$ cat src/rtl/mem_rdata_stage.sv
// Memory read-data pipeline stage: waits for the cache response, extracts and extends load data.
// Optional macro MEM_RDATA_LOAD_FWD_EN: forward load results as soon as their data arrives.
module mem_rdata_stage (
  input  logic        clk,
  input  logic        rst_n,
  input  logic        excep_flush_i,
  input  logic        pre_to_now_valid_i,
  output logic        now_allowin_o,
  input  logic        next_allowin_i,
  output logic        now_to_next_valid_o,
  input  logic        pre_mem_req_i,
  input  logic        pre_mem_we_i,
  input  logic [2:0]  pre_load_type_i,
  input  logic [1:0]  pre_addr_low2_i,
  input  logic        pre_excep_en_i,
  input  logic        pre_regs_we_i,
  input  logic [4:0]  pre_regs_waddr_i,
  input  logic [31:0] pre_regs_wdata_i,
  input  logic [31:0] pre_pc_i,
  input  logic        data_ok_i,
  input  logic [31:0] rdata_i,
  output logic        regs_we_o,
  output logic [4:0]  regs_waddr_o,
  output logic [31:0] regs_wdata_o,
  output logic [31:0] pc_o,
  output logic        excep_en_o,
  output logic [38:0] forward_obus
);

  localparam logic [2:0] LD_B  = 3'b000;
  localparam logic [2:0] LD_H  = 3'b001;
  localparam logic [2:0] LD_W  = 3'b010;
  localparam logic [2:0] LD_BU = 3'b100;
  localparam logic [2:0] LD_HU = 3'b101;

  logic        r_valid;
  logic        r_mem_req;
  logic        r_mem_we;
  logic [2:0]  r_load_type;
  logic [1:0]  r_addr_low2;
  logic        r_excep_en;
  logic        r_regs_we;
  logic [4:0]  r_regs_waddr;
  logic [31:0] r_regs_wdata;
  logic [31:0] r_pc;
  logic        r_buf_valid;
  logic [31:0] r_rdata_buf;
  logic        r_discard;

  logic        w_wait;
  logic        w_data_ok_eff;
  logic        w_got_data;
  logic        w_ready_go;
  logic        w_entry;
  logic        w_leave;
  logic        w_buf_set;
  logic        w_is_load;
  logic [31:0] w_src;
  logic [31:0] w_shifted;
  logic [7:0]  w_byte;
  logic [15:0] w_half;
  logic [31:0] w_load_data;
  logic        w_fwd_we;
  logic [31:0] w_fwd_wdata;
  logic        w_fwd_stall;

  // A response arriving while discard is set belongs to a flushed instruction.
  assign w_data_ok_eff = data_ok_i & ~r_discard;
  assign w_wait        = r_valid & r_mem_req & ~r_excep_en;
  assign w_got_data    = r_buf_valid | w_data_ok_eff;
  assign w_ready_go    = ~w_wait | w_got_data;
  assign w_entry       = pre_to_now_valid_i & now_allowin_o & ~excep_flush_i;
  assign w_leave       = r_valid & w_ready_go & next_allowin_i;
  assign w_buf_set     = w_wait & w_data_ok_eff & ~next_allowin_i & ~r_buf_valid;
  assign w_is_load     = r_mem_req & ~r_mem_we;

  assign now_allowin_o       = ~r_valid | (w_ready_go & next_allowin_i);
  assign now_to_next_valid_o = r_valid & w_ready_go & ~excep_flush_i;

  // NOTE: state registers use non-blocking assignments so every flop samples pre-edge values.
  always_ff @(posedge clk or negedge rst_n) begin
    if (!rst_n) begin
      r_valid      <= 1'b0;
      r_mem_req    <= 1'b0;
      r_mem_we     <= 1'b0;
      r_load_type  <= 3'b000;
      r_addr_low2  <= 2'b00;
      r_excep_en   <= 1'b0;
      r_regs_we    <= 1'b0;
      r_regs_waddr <= 5'd0;
      r_regs_wdata <= 32'd0;
      r_pc         <= 32'd0;
    end else begin
      if (excep_flush_i)      r_valid <= 1'b0;
      else if (now_allowin_o) r_valid <= pre_to_now_valid_i;
      if (w_entry) begin
        r_mem_req    <= pre_mem_req_i;
        r_mem_we     <= pre_mem_we_i;
        r_load_type  <= pre_load_type_i;
        r_addr_low2  <= pre_addr_low2_i;
        r_excep_en   <= pre_excep_en_i;
        r_regs_we    <= pre_regs_we_i;
        r_regs_waddr <= pre_regs_waddr_i;
        r_regs_wdata <= pre_regs_wdata_i;
        r_pc         <= pre_pc_i;
      end
    end
  end

  // The response buffer holds data that arrived while writeback was stalled.
  always_ff @(posedge clk or negedge rst_n) begin
    if (!rst_n) begin
      r_buf_valid <= 1'b0;
      r_rdata_buf <= 32'd0;
      r_discard   <= 1'b0;
    end else begin
      if (excep_flush_i | w_leave) begin
        r_buf_valid <= 1'b0;
      end else if (w_buf_set) begin
        r_buf_valid <= 1'b1;
        r_rdata_buf <= rdata_i;
      end
      r_discard <= (r_discard & ~data_ok_i) | (excep_flush_i & w_wait & ~w_got_data);
    end
  end

  assign w_src     = r_buf_valid ? r_rdata_buf : rdata_i;
  assign w_shifted = w_src >> {r_addr_low2, 3'b000};
  assign w_byte    = w_shifted[7:0];
  assign w_half    = r_addr_low2[1] ? w_src[31:16] : w_src[15:0];

  always_comb begin
    w_load_data = w_src;
    case (r_load_type)
      LD_B:    w_load_data = {{24{w_byte[7]}}, w_byte};
      LD_H:    w_load_data = {{16{w_half[15]}}, w_half};
      LD_W:    w_load_data = w_src;
      LD_BU:   w_load_data = {24'd0, w_byte};
      LD_HU:   w_load_data = {16'd0, w_half};
      default: w_load_data = w_src;
    endcase
  end

  assign regs_we_o    = r_regs_we & r_valid & ~r_excep_en & ~excep_flush_i;
  assign regs_waddr_o = r_regs_waddr;
  assign regs_wdata_o = w_is_load ? w_load_data : r_regs_wdata;
  assign pc_o         = r_pc;
  assign excep_en_o   = r_excep_en;

  assign w_fwd_we = r_regs_we & r_valid & ~excep_flush_i;
`ifdef MEM_RDATA_LOAD_FWD_EN
  assign w_fwd_wdata = regs_wdata_o;
  assign w_fwd_stall = r_valid & ~w_ready_go;
`else
  // Loads always stall consumers here, so the raw register value never carries load data.
  assign w_fwd_wdata = r_regs_wdata;
  assign w_fwd_stall = r_valid & w_is_load;
`endif
  assign forward_obus = {w_fwd_we, r_regs_waddr, w_fwd_wdata, w_fwd_stall};

endmodule

$ cat config.mk
export PLATFORM = sky130hd
export DESIGN_NAME = mem_rdata_stage
export DESIGN_NICKNAME = d
export VERILOG_FILES = /design/src/rtl/mem_rdata_stage.sv
export SDC_FILE = /design/constraint.sdc
export NUM_CORES = 1
export LEC_CHECK = 0
export CORE_MARGIN = 1.5
export CORE_UTILIZATION = 28
export DETAILED_ROUTE_END_ITERATION = 12
export PLACE_DENSITY = 0.61
export REMOVE_ABC_BUFFERS = 1
export SYNTH_ARGS = -nofsm -noshare
export SYNTH_HDL_FRONTEND = slang
export SYNTH_SLANG_ARGS = --single-unit
$ cat constraint.sdc
create_clock -name clk -period 4.5 [get_ports clk]
set_input_delay 0.45 -clock clk [delete_from_list [all_inputs] [get_ports clk]]
set_output_delay 0.45 -clock clk [all_outputs]
set_load 0.005 [all_outputs]
## Word level (Yosys, flattened, before mapping)

Cells that the tools add are included.

| storage, ports and cells | value |
|---|---|
| word-level logic and storage cells | 66 |
| output and inout port bits | 112 |
| bits of input ports | 116 |
| flip-flop bits (word level) | 113 |

| cells by class | value |
|---|---|
| reductions and logical operators | 4 |
| shift operators | 1 |
| mux-type cells | 8 |
| equal/unequal tests | 3 |
| bitwise gates (word level) | 37 |

Operators by type and width:

| cell | number |
|---|---|
| $pmux 32 s4 | 1 |
| $mux 32 | 2 |
| $shr 32x5->8 | 1 |
| $and 1x1->1 | 21 |
| $mux 16 | 1 |
| $not 1->1 | 11 |
| $eq 3x3->1 const B | 2 |
| $or 1x1->1 | 5 |
| $mux 1 | 4 |
| $reduce_bool 2->1 | 2 |
| $eq 3x1->1 const B | 1 |
| $logic_not 3->1 | 1 |
| $reduce_and 2->1 | 1 |

## Depth between registers and ports, before layout

| logic depth | value |
|---|---|
| word-level depth | 9 |
| mapped depth | 7 |
| depth with buffers taken out | 4 |

## Worst setup path before layout

OpenSTA, ideal clock, no wires.

| timing path | value |
|---|---|
| path type | reg2out |
| start | register r_buf_valid |
| end | output regs_wdata_o[21] |
| cell stages (with the launch flop) | 7 |
| required time | 4.050 ns |
| arrival | 1.698 ns |
| slack | 2.352 ns |
| path buffers | 2 |
| path through | dfrtp_1 buf_6 mux4_2 mux2i_4 nor4_4 buf_6 a221o_1 |

| on the way | value |
|---|---|
| word-level cells in the longest chain between the ends | 4 |
| elaborated cells on any way between the ends | 5 |
| classes of those cells | shift: 1; mux: 4 |

RTL lines:

| what | RTL line | source |
|---|---|---|
| start, declared | 46 | `logic r_buf_valid;` |
| start signal, assigned | 113 | `r_buf_valid <= 1'b0;` |
| start signal, assigned | 118 | `r_buf_valid <= 1'b0;` |
| start signal, assigned | 120 | `r_buf_valid <= 1'b1;` |
| $mux 32 (*) | 127 | `assign w_src = r_buf_valid ? r_rdata_buf : rdata_i;` |
| $shr 32x5->8 or $mux 16 (tied branches) | 128, 130 |  |
| $pmux 32 s4 (*) | 134 | `case (r_load_type)` |
| $mux 32 (*) | 146 | `assign regs_wdata_o = w_is_load ? w_load_data : r_regs_wdata;` |
| end, declared | 24 | `output logic [31:0] regs_wdata_o,` |

Mark *: on every way between the ends. The rest lies on a longest branch, timed or not.

## Final worst setup path

| timing path | value |
|---|---|
| start | register r_addr_low2[1] |
| end | output regs_wdata_o[14] |

| on the way | value |
|---|---|
| word-level cells in the longest chain between the ends | 3 |
| elaborated cells on any way between the ends | 4 |
| classes of those cells | shift: 1; mux: 3 |

RTL lines:

| what | RTL line | source |
|---|---|---|
| start, declared | 40 | `logic [1:0] r_addr_low2;` |
| start signal, assigned | 100 | `r_addr_low2 <= pre_addr_low2_i;` |
| $shr 32x5->8 or $mux 16 (tied branches) | 128, 130 |  |
| $pmux 32 s4 (*) | 134 |  |
| $mux 32 (*) | 146 |  |

Marked as above.

==> out/metrics.yaml <==
die:
  floorplan.io_pins: 228
  rows: 51
  initial_core_util: 0.288
  die_width_um: 145
  die_h_um: 145
  core_area_um2: 19700
  die_area_um2: 21100
sta:
  timing.final.crit_period_ps: 3580
  achievable-frequency_mhz: 280
  finClkSkew_ps: 3.76
  whs_ps: 483
  grt_setup_unrepaired: "no"
  portion_of_the_clock_cycle_consumed_by_the_worst_path_in_the_final_layout: 0.795
  max_slew.worst_pin.slew_ps: 1010
  fin_worst_setup_slack_ps: 925
  finalSetupViolCount: 0
  slew_headroom: 0.323
  slew_violations: 0
  hold_violations: 0
synth:
  syn_avg_cell_area_um2: 14.0
  synth.ff_latch_count: 113
  synth-edff-count: 0
  synth_sequential_area_ratio: 0.499
  post_synthesis_cell_area_um2: 5670
  yosys.cell_types.count: 34
  postSynthCellCount: 406
  ys_async_sr_fraction: 1.00
  ys_warn_count: 0
  ys_dominant_reg_cell: "sky130_fd_sc_hd__dfrtp_1"
pwr:
  power.leakage_nw: 3.52
  net-switching-power_mw: 0.976
  power_frac_comb: 0.276
  p_sw_frac: 0.262
  seq_pwr_share: 0.365
  peakVddDrop_uv: 243
  total_power_mw: 3.72
  cellPowerDensity_nw_per_um2: 425
  power_report.internal_total_mw: 2.75
  clock_power_share: 0.359
cts:
  path_clk_slew_ps: 50
  cts_root_buffer: "sky130_fd_sc_hd__clkbuf_16"
  cts_buffer_depth: 2
  cts.repair.resized: 0
  worst_skew_pair.late_latency_ps: 410
  tritoncts.num_buffers: 17
  cts_tree: "yes"
  clock_tree.htree_level_count: 4
  tritoncts_sinks: 113
run_status:
  run_status: "finished, final reports clean"
worst_setup_path:
  timing.reg2reg.worst_path_depth: 6
  regToRegEndpoint: "r_regs_wdata[1]$_DFFE_PN0P_"
  startpoint: "r_addr_low2[1]$_DFFE_PN0P_"
  maximum_fanout_along_the_worst_path: 17
  reg2reg_from: "r_buf_valid$_DFFE_PN0P_"
  critical-path-top-cell-by-count: "sky130_fd_sc_hd__nand2_1"
  crit_path_end_kind: "output pin"
  r2r_setup_slack_ps: 1600
  setup.worst_path.end: "regs_wdata_o[14]"
  crit_arrival_ps: 3130
  setup.worst_path.start_class: "register"
  cell_at_the_slowest_stage_of_the_critical_path: "sky130_fd_sc_hd__dfrtp_1"
  worst-setup-path-type: "reg -> out"
  timing.critical_path.required_ps: 4050
  path_cells: "mux4_2 > mux2_2 > nand2_1 > nand2_1 > clkdlybuf4s50_1"
  cp_slowest_stage_delay_ps: 880
drt:
  drcViolationCount: 0
  totalWireLength_mm: 17.4
  route.antenna.remaining_nets: 0
  vias: 4430
  post_drt_via_cell_ratio: 4.90
  detailedRoute.firstIterationViolations: 182
  wl_per_cell_um: 19.2
  detailedRoute.firstPassIterationCount: 5
grt:
  global_route.usage.total: 0.171
  wire_length_of_the_first_global_routing_pass_mm: 28.0
  gr-total-overflow: 0
  grt_max_degree: 55
  grt_antenna_before_repair: 1
  grt_pass1_vias: 4867
cells_and_area:
  insertedDiodeCount: 0
  drive_above_1_share: 0.225
  nets: 742
  area.growth.synth_to_final_pct: 54.4
  number_of_filler_instances_in_the_final_layout: 1880
  layout.core_utilization: 0.445
flow_run:
  drv.max_cap_violation_count: 0
place:
  post-place-ws_ps: 1310
  place.detailed.hpwl_mm: 12.5
  buffer_ports.inserted: 227
  globalplace.congestion: 0.795
min_path:
  timing.hold.worst.class: "reg -> reg"
-- worst min-delay path by stage --
stage / from / to / slack, ps / cells after the start
floorplan: rst_n / excep_en_o$_DFFE_PN0P_ / 150 / 0
global placement: rst_n / r_regs_wdata[31]$_DFFE_PN0P_ / 380 / 1
detailed placement: rst_n / r_regs_wdata[31]$_DFFE_PN0P_ / 380 / 1
CTS: pc_o[4]$_DFFE_PN0P_ / pc_o[4]$_DFFE_PN0P_ / 490 / 1
global route: pc_o[9]$_DFFE_PN0P_ / pc_o[9]$_DFFE_PN0P_ / 500 / 1
finish: pc_o[4]$_DFFE_PN0P_ / pc_o[4]$_DFFE_PN0P_ / 480 / 1
-- cell families after synthesis --
logic type	count (synthesis)	synth area share
mux	159	0.345
simple gates	52	0.0503
buf+inv	36	0.0369
flops	113	0.499
compound gates	46	0.0684
-- power groups by stage --
| stage | registers (mW) | clock network, mW | logic [mW] |
|---|---|---|---|
| floorplan | 1.34 | 0 | 0.386 |
| global placement | 1.36 | 0 | 1.03 |
| detailed placement | 1.37 | 0 | 1.04 |
| CTS | 1.36 | 1.38 | 1.05 |
| global route | 1.39 | 1.43 | 1.11 |
| finish | 1.36 | 1.33 | 1.03 |
-- Yosys cell counts (2+ instances only) --
master	instances	area share
sky130_fd_sc_hd__clkbuf_1	8	0.0053
sky130_fd_sc_hd__nor2_1	12	0.0079
sky130_fd_sc_hd__mux2_1	61	0.12
sky130_fd_sc_hd__nor2b_1	6	0.0066
sky130_fd_sc_hd__dfrtp_1	113	0.50
sky130_fd_sc_hd__mux4_2	14	0.056
sky130_fd_sc_hd__nand2_1	18	0.012
sky130_fd_sc_hd__a21oi_1	10	0.0088
sky130_fd_sc_hd__nand2b_1	2	0.0022
sky130_fd_sc_hd__nor3b_1	2	0.0026
sky130_fd_sc_hd__a221o_1	17	0.030
sky130_fd_sc_hd__buf_6	2	0.0040
sky130_fd_sc_hd__mux2i_1	2	0.0035
sky130_fd_sc_hd__a222oi_1	8	0.014
sky130_fd_sc_hd__nor3_1	2	0.0018
sky130_fd_sc_hd__buf_2	14	0.012
sky130_fd_sc_hd__and2_1	2	0.0022
sky130_fd_sc_hd__buf_4	11	0.015
sky130_fd_sc_hd__mux2_2	81	0.16
sky130_fd_sc_hd__a221oi_1	7	0.011
-- cell usage in the layout (no fill, tap or decap), types with 3 or more instances in the layout --
cell	instances
sky130_fd_sc_hd__a21oi_1	10
sky130_fd_sc_hd__a221o_1	17
sky130_fd_sc_hd__a221oi_1	7
sky130_fd_sc_hd__a222oi_1	8
sky130_fd_sc_hd__buf_4	10
sky130_fd_sc_hd__clkbuf_16	17
sky130_fd_sc_hd__clkbuf_8	4
sky130_fd_sc_hd__clkdlybuf4s50_1	226
sky130_fd_sc_hd__clkinv_2	5
sky130_fd_sc_hd__clkinvlp_4	3
sky130_fd_sc_hd__dfrtp_1	112
sky130_fd_sc_hd__mux2_1	61
sky130_fd_sc_hd__mux2_2	81
sky130_fd_sc_hd__mux4_2	14
sky130_fd_sc_hd__nand2_1	18
sky130_fd_sc_hd__nor2_1	11
sky130_fd_sc_hd__nor2b_1	6
-- area by class of cell --
type	count	area (um2)	area share
tap	265	332	0.0379
clock buffer	22	484	0.0553
multi-input combinational	257	2650	0.303
sequential	113	2830	0.323
timing repair buffer	237	2350	0.268
clock inverter	10	108	0.0123
-- sequential cells by signal (all words and copies together) (netlist names) --
name          count
pc_o             32
r_rdata_buf      32
r_regs_wdata     32
regs_waddr_o      5
r_load_type       3
r_addr_low2       2
excep_en_o        1
r_buf_valid       1
r_discard         1
r_mem_req         1
r_mem_we          1
r_regs_we         1
r_valid           1
-- through the flow --
step           cell area [um2]  std cells  setup TNS, ps
4_1_cts                   8750        904              0
3_3_place_gp              8150        871              0
2_1_floorplan             5460        370          -2030
6_report                  8750        904              0
3_5_place_dp              8150        871              0
5_1_grt                   8750        904              0
-- worst max-delay path: cells and delay by family (launching register included) --
family	cells	cell delay [ps]
buffers and inverters	1	470
multiplexers	2	870
flip-flops	1	880
AND/OR/NAND/NOR	2	500
-- routing by layer --
layer	share of wire	GRT usage	vias up
li1	-	-	1989
met5	0	0	-
met4	0.012	0.0526	0
met3	0.072	0.0535	14
met1	0.43	0.213	2238
met2	0.49	0.281	189
-- timing repair --
| item | 4_1_cts | 5_1_grt |
|---|---|---|
| endpoints found under the hold margin | 23 | 0 |
| hold buffers | 1 | 0 |
| setup endpoints to repair | 0 | 0 |
| buffers inserted | 0 | 0 |
(Power assumes the default switching activity.)
